--- config.mk ---
export PLATFORM = sky130hd
export DESIGN_NAME = obs_scan_sched
export DESIGN_NICKNAME = d
export VERILOG_FILES = /design/src/rtl/obs_pkg.sv /design/src/rtl/obs_ch_sel.sv /design/src/rtl/obs_scan_sched.sv
export SDC_FILE = /design/constraint.sdc
export NUM_CORES = 1
export LEC_CHECK = 0
export BUFFER_PORTS_ARGS = -buffer_cell sky130_fd_sc_hd__clkbuf_2
export CORE_MARGIN = 4
export CORE_UTILIZATION = 30
export DETAILED_ROUTE_END_ITERATION = 7
export PLACE_DENSITY = 0.51
export SYNTH_ARGS = -nofsm -noshare
export SYNTH_HDL_FRONTEND = slang
export SYNTH_SLANG_ARGS = --single-unit
export TNS_END_PERCENT = 5
--- constraint.sdc ---
create_clock -name stp_clk -period 1.8 [get_ports stp_clk]
set_input_delay 0.09 -clock stp_clk [delete_from_list [all_inputs] [get_ports stp_clk]]
set_output_delay 0.09 -clock stp_clk [all_outputs]
set_load 0.03 [all_outputs]
--- src/rtl/obs_pkg.sv ---
// ============================================================================
// Module : obs_pkg
// Brief  : Shared FSM encoding, default sizes and cfg field layout for the
//          observation scan sequencer.
// Rev    : 1.0  initial release
// ============================================================================
`default_nettype none

package obs_pkg;

  localparam int N_CH_DEF   = 4;
  localparam int ROT_W_DEF  = 10;

  localparam int CFG_W      = 8;
  localparam int MASK_LSB   = 0;
  localparam int SETTLE_LSB = 4;
  localparam int SETTLE_W   = 4;

  typedef enum logic [2:0] {
    IDLE   = 3'd0,
    SETTLE = 3'd1,
    ACQ    = 3'd2,
    ROTATE = 3'd3,
    DONE   = 3'd4
  } state_e;

endpackage

`default_nettype wire

--- src/rtl/obs_ch_sel.sv ---
// ============================================================================
// Module : obs_ch_sel
// Brief  : Combinational finder for the lowest enabled channel and the next
//          enabled channel above the current one-hot selection.
// Rev    : 1.0  initial release
// ============================================================================
`default_nettype none

module obs_ch_sel #(
  parameter int N_CH = 4
) (
  input  logic [N_CH-1:0] mask_i,
  input  logic [N_CH-1:0] cur_i,
  output logic [N_CH-1:0] first_o,
  output logic [N_CH-1:0] next_o,
  output logic            last_o
);

  always_comb begin
    logic found_first;
    logic found_next;
    logic above_cur;
    first_o     = '0;
    next_o      = '0;
    found_first = 1'b0;
    found_next  = 1'b0;
    above_cur   = 1'b0;
    for (int i = 0; i < N_CH; i++) begin
      if (mask_i[i] && !found_first) begin
        first_o[i]  = 1'b1;
        found_first = 1'b1;
      end
      // Only bits strictly above the current selection qualify as "next".
      if (mask_i[i] && above_cur && !found_next) begin
        next_o[i]  = 1'b1;
        found_next = 1'b1;
      end
      if (cur_i[i]) begin
        above_cur = 1'b1;
      end
    end
    last_o = !found_next;
  end

endmodule

`default_nettype wire

--- src/rtl/obs_scan_sched.sv ---
// ============================================================================
// Module : obs_scan_sched
// Brief  : Observation scan sequencer: per rotator step, cycles the RF switch
//          through enabled channels with settle dwell and ADC handshake.
//          Optional ACQ timeout enabled by defining OBS_ACQ_TIMEOUT_EN.
// Rev    : 1.0  initial release
// ============================================================================
`default_nettype none

module obs_scan_sched
  import obs_pkg::*;
#(
  parameter int N_CH      = N_CH_DEF,
  parameter int ROT_W     = ROT_W_DEF,
  parameter int ROT_STEPS = 360,
  parameter int TIMEOUT   = 1023
) (
  input  logic             stp_clk,
  input  logic             sys_init_ctrl_n,
  input  logic             trg_ctrl,
  input  logic [CFG_W-1:0] sw,
  input  logic             adc_done,
  output logic             rot_en,
  output logic             wrk_stat,
  output logic             adc_en,
  output logic [N_CH-1:0]  rf_sw,
  output logic [ROT_W-1:0] rot_count,
  output logic             scan_done,
  output logic             acq_err
);

  localparam logic [ROT_W-1:0] LAST_STEP = ROT_W'(ROT_STEPS - 1);

  state_e              state_q, state_d;
  logic [CFG_W-1:0]    cfg_q, cfg_d;
  logic [SETTLE_W-1:0] settle_q, settle_d;
  logic [N_CH-1:0]     rf_sw_q, rf_sw_d;
  logic [ROT_W-1:0]    rot_count_q, rot_count_d;
  logic                rot_en_q, adc_en_q, wrk_stat_q, scan_done_q;
  logic                acq_end;

  logic [N_CH-1:0]     sw_mask, sel_mask, first_ch, next_ch;
  logic                last_ch;

`ifdef OBS_ACQ_TIMEOUT_EN
  localparam int              TMO_W    = (TIMEOUT > 1) ? $clog2(TIMEOUT) : 1;
  localparam logic [TMO_W-1:0] TMO_LAST = TMO_W'(TIMEOUT - 1);
  logic [TMO_W-1:0] tmo_q, tmo_d;
  logic             acq_err_q, acq_err_d;
`endif

  assign sw_mask = sw[MASK_LSB +: N_CH];
  // In IDLE cfg is not latched yet, so the first channel comes straight from sw.
  assign sel_mask = (state_q == IDLE) ? sw_mask : cfg_q[MASK_LSB +: N_CH];

  obs_ch_sel #(
    .N_CH (N_CH)
  ) u_ch_sel (
    .mask_i  (sel_mask),
    .cur_i   (rf_sw_q),
    .first_o (first_ch),
    .next_o  (next_ch),
    .last_o  (last_ch)
  );

  always_comb begin
    state_d     = state_q;
    cfg_d       = cfg_q;
    settle_d    = settle_q;
    rf_sw_d     = rf_sw_q;
    rot_count_d = rot_count_q;
    acq_end     = 1'b0;
`ifdef OBS_ACQ_TIMEOUT_EN
    tmo_d       = tmo_q;
    acq_err_d   = acq_err_q;
`endif

    case (state_q)
      IDLE: begin
        if (trg_ctrl && (sw_mask != '0)) begin
          cfg_d       = sw;
          rot_count_d = '0;
          rf_sw_d     = first_ch;
          settle_d    = sw[SETTLE_LSB +: SETTLE_W];
          state_d     = SETTLE;
`ifdef OBS_ACQ_TIMEOUT_EN
          acq_err_d   = 1'b0;
`endif
        end
      end

      SETTLE: begin
        if (settle_q == '0) begin
          state_d = ACQ;
`ifdef OBS_ACQ_TIMEOUT_EN
          tmo_d   = '0;
`endif
        end else begin
          settle_d = settle_q - 1'b1;
        end
      end

      ACQ: begin
        acq_end = adc_done;
`ifdef OBS_ACQ_TIMEOUT_EN
        tmo_d = tmo_q + 1'b1;
        // A done arriving on the expiry cycle wins; the error is only for a true miss.
        if (!adc_done && (tmo_q == TMO_LAST)) begin
          acq_end   = 1'b1;
          acq_err_d = 1'b1;
        end
`endif
        if (acq_end) begin
          if (!last_ch) begin
            rf_sw_d  = next_ch;
            settle_d = cfg_q[SETTLE_LSB +: SETTLE_W];
            state_d  = SETTLE;
          end else begin
            state_d  = ROTATE;
          end
        end
      end

      ROTATE: begin
        if (rot_count_q == LAST_STEP) begin
          rot_count_d = '0;
          rf_sw_d     = '0;
          state_d     = DONE;
        end else begin
          rot_count_d = rot_count_q + 1'b1;
          rf_sw_d     = first_ch;
          settle_d    = cfg_q[SETTLE_LSB +: SETTLE_W];
          state_d     = SETTLE;
        end
      end

      DONE: begin
        rf_sw_d = '0;
        state_d = IDLE;
      end

      default: begin
        rf_sw_d = '0;
        state_d = IDLE;
      end
    endcase

    // Abort overrides every transition above, including done and timer expiry.
    if ((state_q != IDLE) && !trg_ctrl) begin
      state_d     = IDLE;
      rf_sw_d     = '0;
      rot_count_d = rot_count_q;
      settle_d    = settle_q;
`ifdef OBS_ACQ_TIMEOUT_EN
      acq_err_d   = acq_err_q;
`endif
    end
  end

  always_ff @(posedge stp_clk or negedge sys_init_ctrl_n) begin
    if (!sys_init_ctrl_n) begin
      state_q     <= IDLE;
      cfg_q       <= '0;
      settle_q    <= '0;
      rf_sw_q     <= '0;
      rot_count_q <= '0;
      rot_en_q    <= 1'b0;
      adc_en_q    <= 1'b0;
      wrk_stat_q  <= 1'b0;
      scan_done_q <= 1'b0;
    end else begin
      state_q     <= state_d;
      cfg_q       <= cfg_d;
      settle_q    <= settle_d;
      rf_sw_q     <= rf_sw_d;
      rot_count_q <= rot_count_d;
      rot_en_q    <= (state_d == ROTATE);
      adc_en_q    <= (state_d == ACQ);
      wrk_stat_q  <= (state_d != IDLE);
      scan_done_q <= (state_d == DONE);
    end
  end

`ifdef OBS_ACQ_TIMEOUT_EN
  always_ff @(posedge stp_clk or negedge sys_init_ctrl_n) begin
    if (!sys_init_ctrl_n) begin
      tmo_q     <= '0;
      acq_err_q <= 1'b0;
    end else begin
      tmo_q     <= tmo_d;
      acq_err_q <= acq_err_d;
    end
  end

  assign acq_err = acq_err_q;
`else
  assign acq_err = 1'b0;
`endif

  assign rot_en    = rot_en_q;
  assign wrk_stat  = wrk_stat_q;
  assign adc_en    = adc_en_q;
  assign rf_sw     = rf_sw_q;
  assign rot_count = rot_count_q;
  assign scan_done = scan_done_q;

endmodule

`default_nettype wire
==> results.md <==
* Most common cell in the netlist: dfrtp_1
* Status: finished with violations
* Final Critical Period at 1.96 ns
* Antenna Nets Post-Route at 0
* CP Capture Type: register
* Gr usage total at 0.142
* Vias per cell at 5.07
* RD Place Congestion at 0.957
* Placed insts at 356
* Core area at 6350 sq um
* Area contributors post-synth: dfrtp_1, mux2_2, o21ai_0, nand3_1, nor2_1
* Slew Viols, Final at 0
* Fillers at 622
* Failing checks: setup timing
* Synth Cell Area at 1950 sq um
* Drt first pass iters at 4
* Arrival time worst endpoint at 2.13 ns
* First-pass GRT wire length at 8.87 mm
* Num ports at 31
* Longest Clk Path Bufs at 2
* Synth area leader: dfrtp_1
* FF+latch area at 832 sq um
* Diodes inserted at 0
* Post-synth top cells: dfrtp_1, o21ai_0, nor2_1
* Drt drc at 0
* Synth Flop Type: dfrtp_1
* Area of the multi-input gates at 1150 sq um
* Height of the die at 88.7 um
* Critical Path RT at 1.97 ns
* Hpwl dp at 3.96 mm
* Row cnt at 29
* Crit path cell chain: or4b_4, o311ai_4, a41o_4, nor2_4, mux2_4
* RSZ-0062 raised after global routing: yes
* Starting Density at 0.307
* Root Buffer: clkbuf_8
* Async SR Flop Fraction at 1.00
* Iter 0 DRT Violations at 97
* Setup WS pre-CTS at -0.261 ns
* Worst reg-to-reg setup slack at -0.16 ns
* WL final at 5.13 mm
* H-tree Lvls at 2
* Critical path's top delay family: simple AND/OR/NAND/NOR gates
* Vias at 1850
* Critical path peak fanout at 4
* Clock latency on the worst-skew pair at 0.28 ns
* Largest net degree at the start of global routing at 14
* Avg Cell Area, Syn at 9.52 sq um
* Worst path bufs/invs at 0
* Port Buf Inserts at 29
* Pin slew with the least headroom to its limit at 0.675 ns
* Number of CTS-inserted buffers at 5
* HP Class: primary input to register
* Congestion Overflow GR at 0
* Clock sinks at 33
* Final Hold Fails at 0
* Worst setup margin at -0.163 ns
* TritonCTS clock tree: built
* Setup bufs post-CTS at 0
* Vias in the first global route at 1878
* Slowest CP cell: or4b_4
* Die ar. at 7860 sq um
* Syn_nets at 220
* Leak at 1.29 nW
* Worst slew margin at 0.545
* Share of the synthesized area in the top cell type at 0.423
* Layout area overhead at 41.3%
* Initial antenna violation count at 0
* CTS clock-pin slew for the worst setup and hold paths at 0.07 ns
* Die outline width at 88.7 um
* CP Launch Type: register
* Tcrit/Tclk final at 1.09
* WL/cell at 14.1 um
* Ys Warns at 0
* Register bit total from synthesis at 33
* Maxcap violations at 0
* Sequential share of the synthesized area at 0.423
* PD cells at 1330 nW/um^2
* Finished Layout Cells at 365
* Critical path class: register to register
* NumNets Final at 302
* CP max stage delay at 0.60 ns
* Ratio of cells with drive above 1 in the final layout at 0.472
* Worst vdd ir at 0.536 mV
* Synth unique cells at 51
* Clock skew at 0.00158 ns
* F_max at 509 MHz
* Number of synthesized flops with an enable pin at 0
* Mapped Cells at 205
* Endpoints failing setup at 21
## layout by cell type, fill, tap and decap left out, types with 3 or more instances in the layout
master | synthesis | routed
nand4_1 | 3 | 3
dfrtp_1 | 33 | 28
o21ai_1 | 0 | 9
or3_1 | 4 | 3
buf_4 | 1 | 53
clkbuf_8 | 3 | 5
o22ai_1 | 4 | 4
mux2_2 | 10 | 10
nand2b_1 | 3 | 3
nand3_1 | 14 | 13
dfrtp_2 | 0 | 5
a21oi_1 | 4 | 3
o41ai_2 | 1 | 4
nor2_1 | 18 | 17
a2bb2oi_1 | 3 | 3
o31ai_1 | 7 | 6
nand2_1 | 15 | 14
inv_1 | 8 | 8
clkbuf_2 | 0 | 29
nor3_1 | 8 | 6
o21ai_0 | 19 | 8
ha_1 | 3 | 3
## per-layer routing
| metal | routed length [um] | GRT usage |
|---|---|---|
| met1 | 2470 | 0.198 |
| met2 | 2390 | 0.215 |
| met3 | 207 | 0.0317 |
| met4 | 72 | 0.0536 |
| met5 | 0 | 0 |
## worst paths after layout
kind                                          start                       end  cells past startpoint
max reg2reg                rot_count[7]$_DFFE_PN0P_   settle_q[2]$_DFFE_PN0P_                      5
min in group asynchronous           sys_init_ctrl_n      cfg_q[6]$_DFFE_PN0P_                      2
max                        rot_count[7]$_DFFE_PN0P_   settle_q[2]$_DFFE_PN0P_                      5
min reg2reg                    rf_sw[3]$_DFFE_PN0P_      rf_sw[3]$_DFFE_PN0P_                      1
max in group asynchronous           sys_init_ctrl_n  rot_count[3]$_DFFE_PN0P_                      3
min                                           sw[5]      cfg_q[5]$_DFFE_PN0P_                      2
## state kept, by name (all words and copies together), names as in the netlist
signal and cells:
state_q 3, rot_count 10, scan_done 1, settle_q 4
rf_sw 4, cfg_q 8, wrk_stat 1, rot_en 1
adc_en 1
## timing repair
item,in CTS,in global routing
resized for setup,10,27
endpoints found under the hold margin,11,0
hold buffers,1,0
setup endpoints to repair,30,30
pin swaps,3,4
## logic make-up after synthesis
family | synth area share
simple gates | 0.217
compound gates | 0.202
flops | 0.423
buf+inv | 0.0532
mux | 0.0795
fa+ha+maj | 0.0192
other cells | 0.00192
xor+xnor | 0.00449
## stage by stage
step           power (W)  area, sq um  TNS (ns)  hold WS (ns)   util
2_1_floorplan    0.00219         1960     -3.71        -0.206      -
3_3_place_gp     0.00293         2530     -4.47       0.00227  0.399
3_5_place_dp     0.00293         2530     -4.76       0.00835  0.399
4_1_cts          0.00352         2670     -3.02        0.0564  0.420
5_1_grt          0.00394         2760     -4.01        0.0605  0.434
6_report         0.00367         2760     -1.83        0.0601  0.434
## layout make-up
class	instances	share of cell area
clock inverter	2	0.00363
inverter	8	0.0109
clock buffer	6	0.0263
tap	77	0.0349
timing repair buffer	84	0.205
sequential	33	0.302
multi-input combinational	155	0.418
## power by group
| group | total [W] | internal, W | switching (W) |
|---|---|---|---|
| clock network | 0.000547 | 0.000268 | 0.000279 |
| registers | 0.00111 | 0.000953 | 0.000158 |
| logic | 0.00201 | 0.00103 | 0.000983 |
| total | 0.00367 | 0.00225 | 0.00142 |
Note: power is estimated with default switching activity, not from simulation.
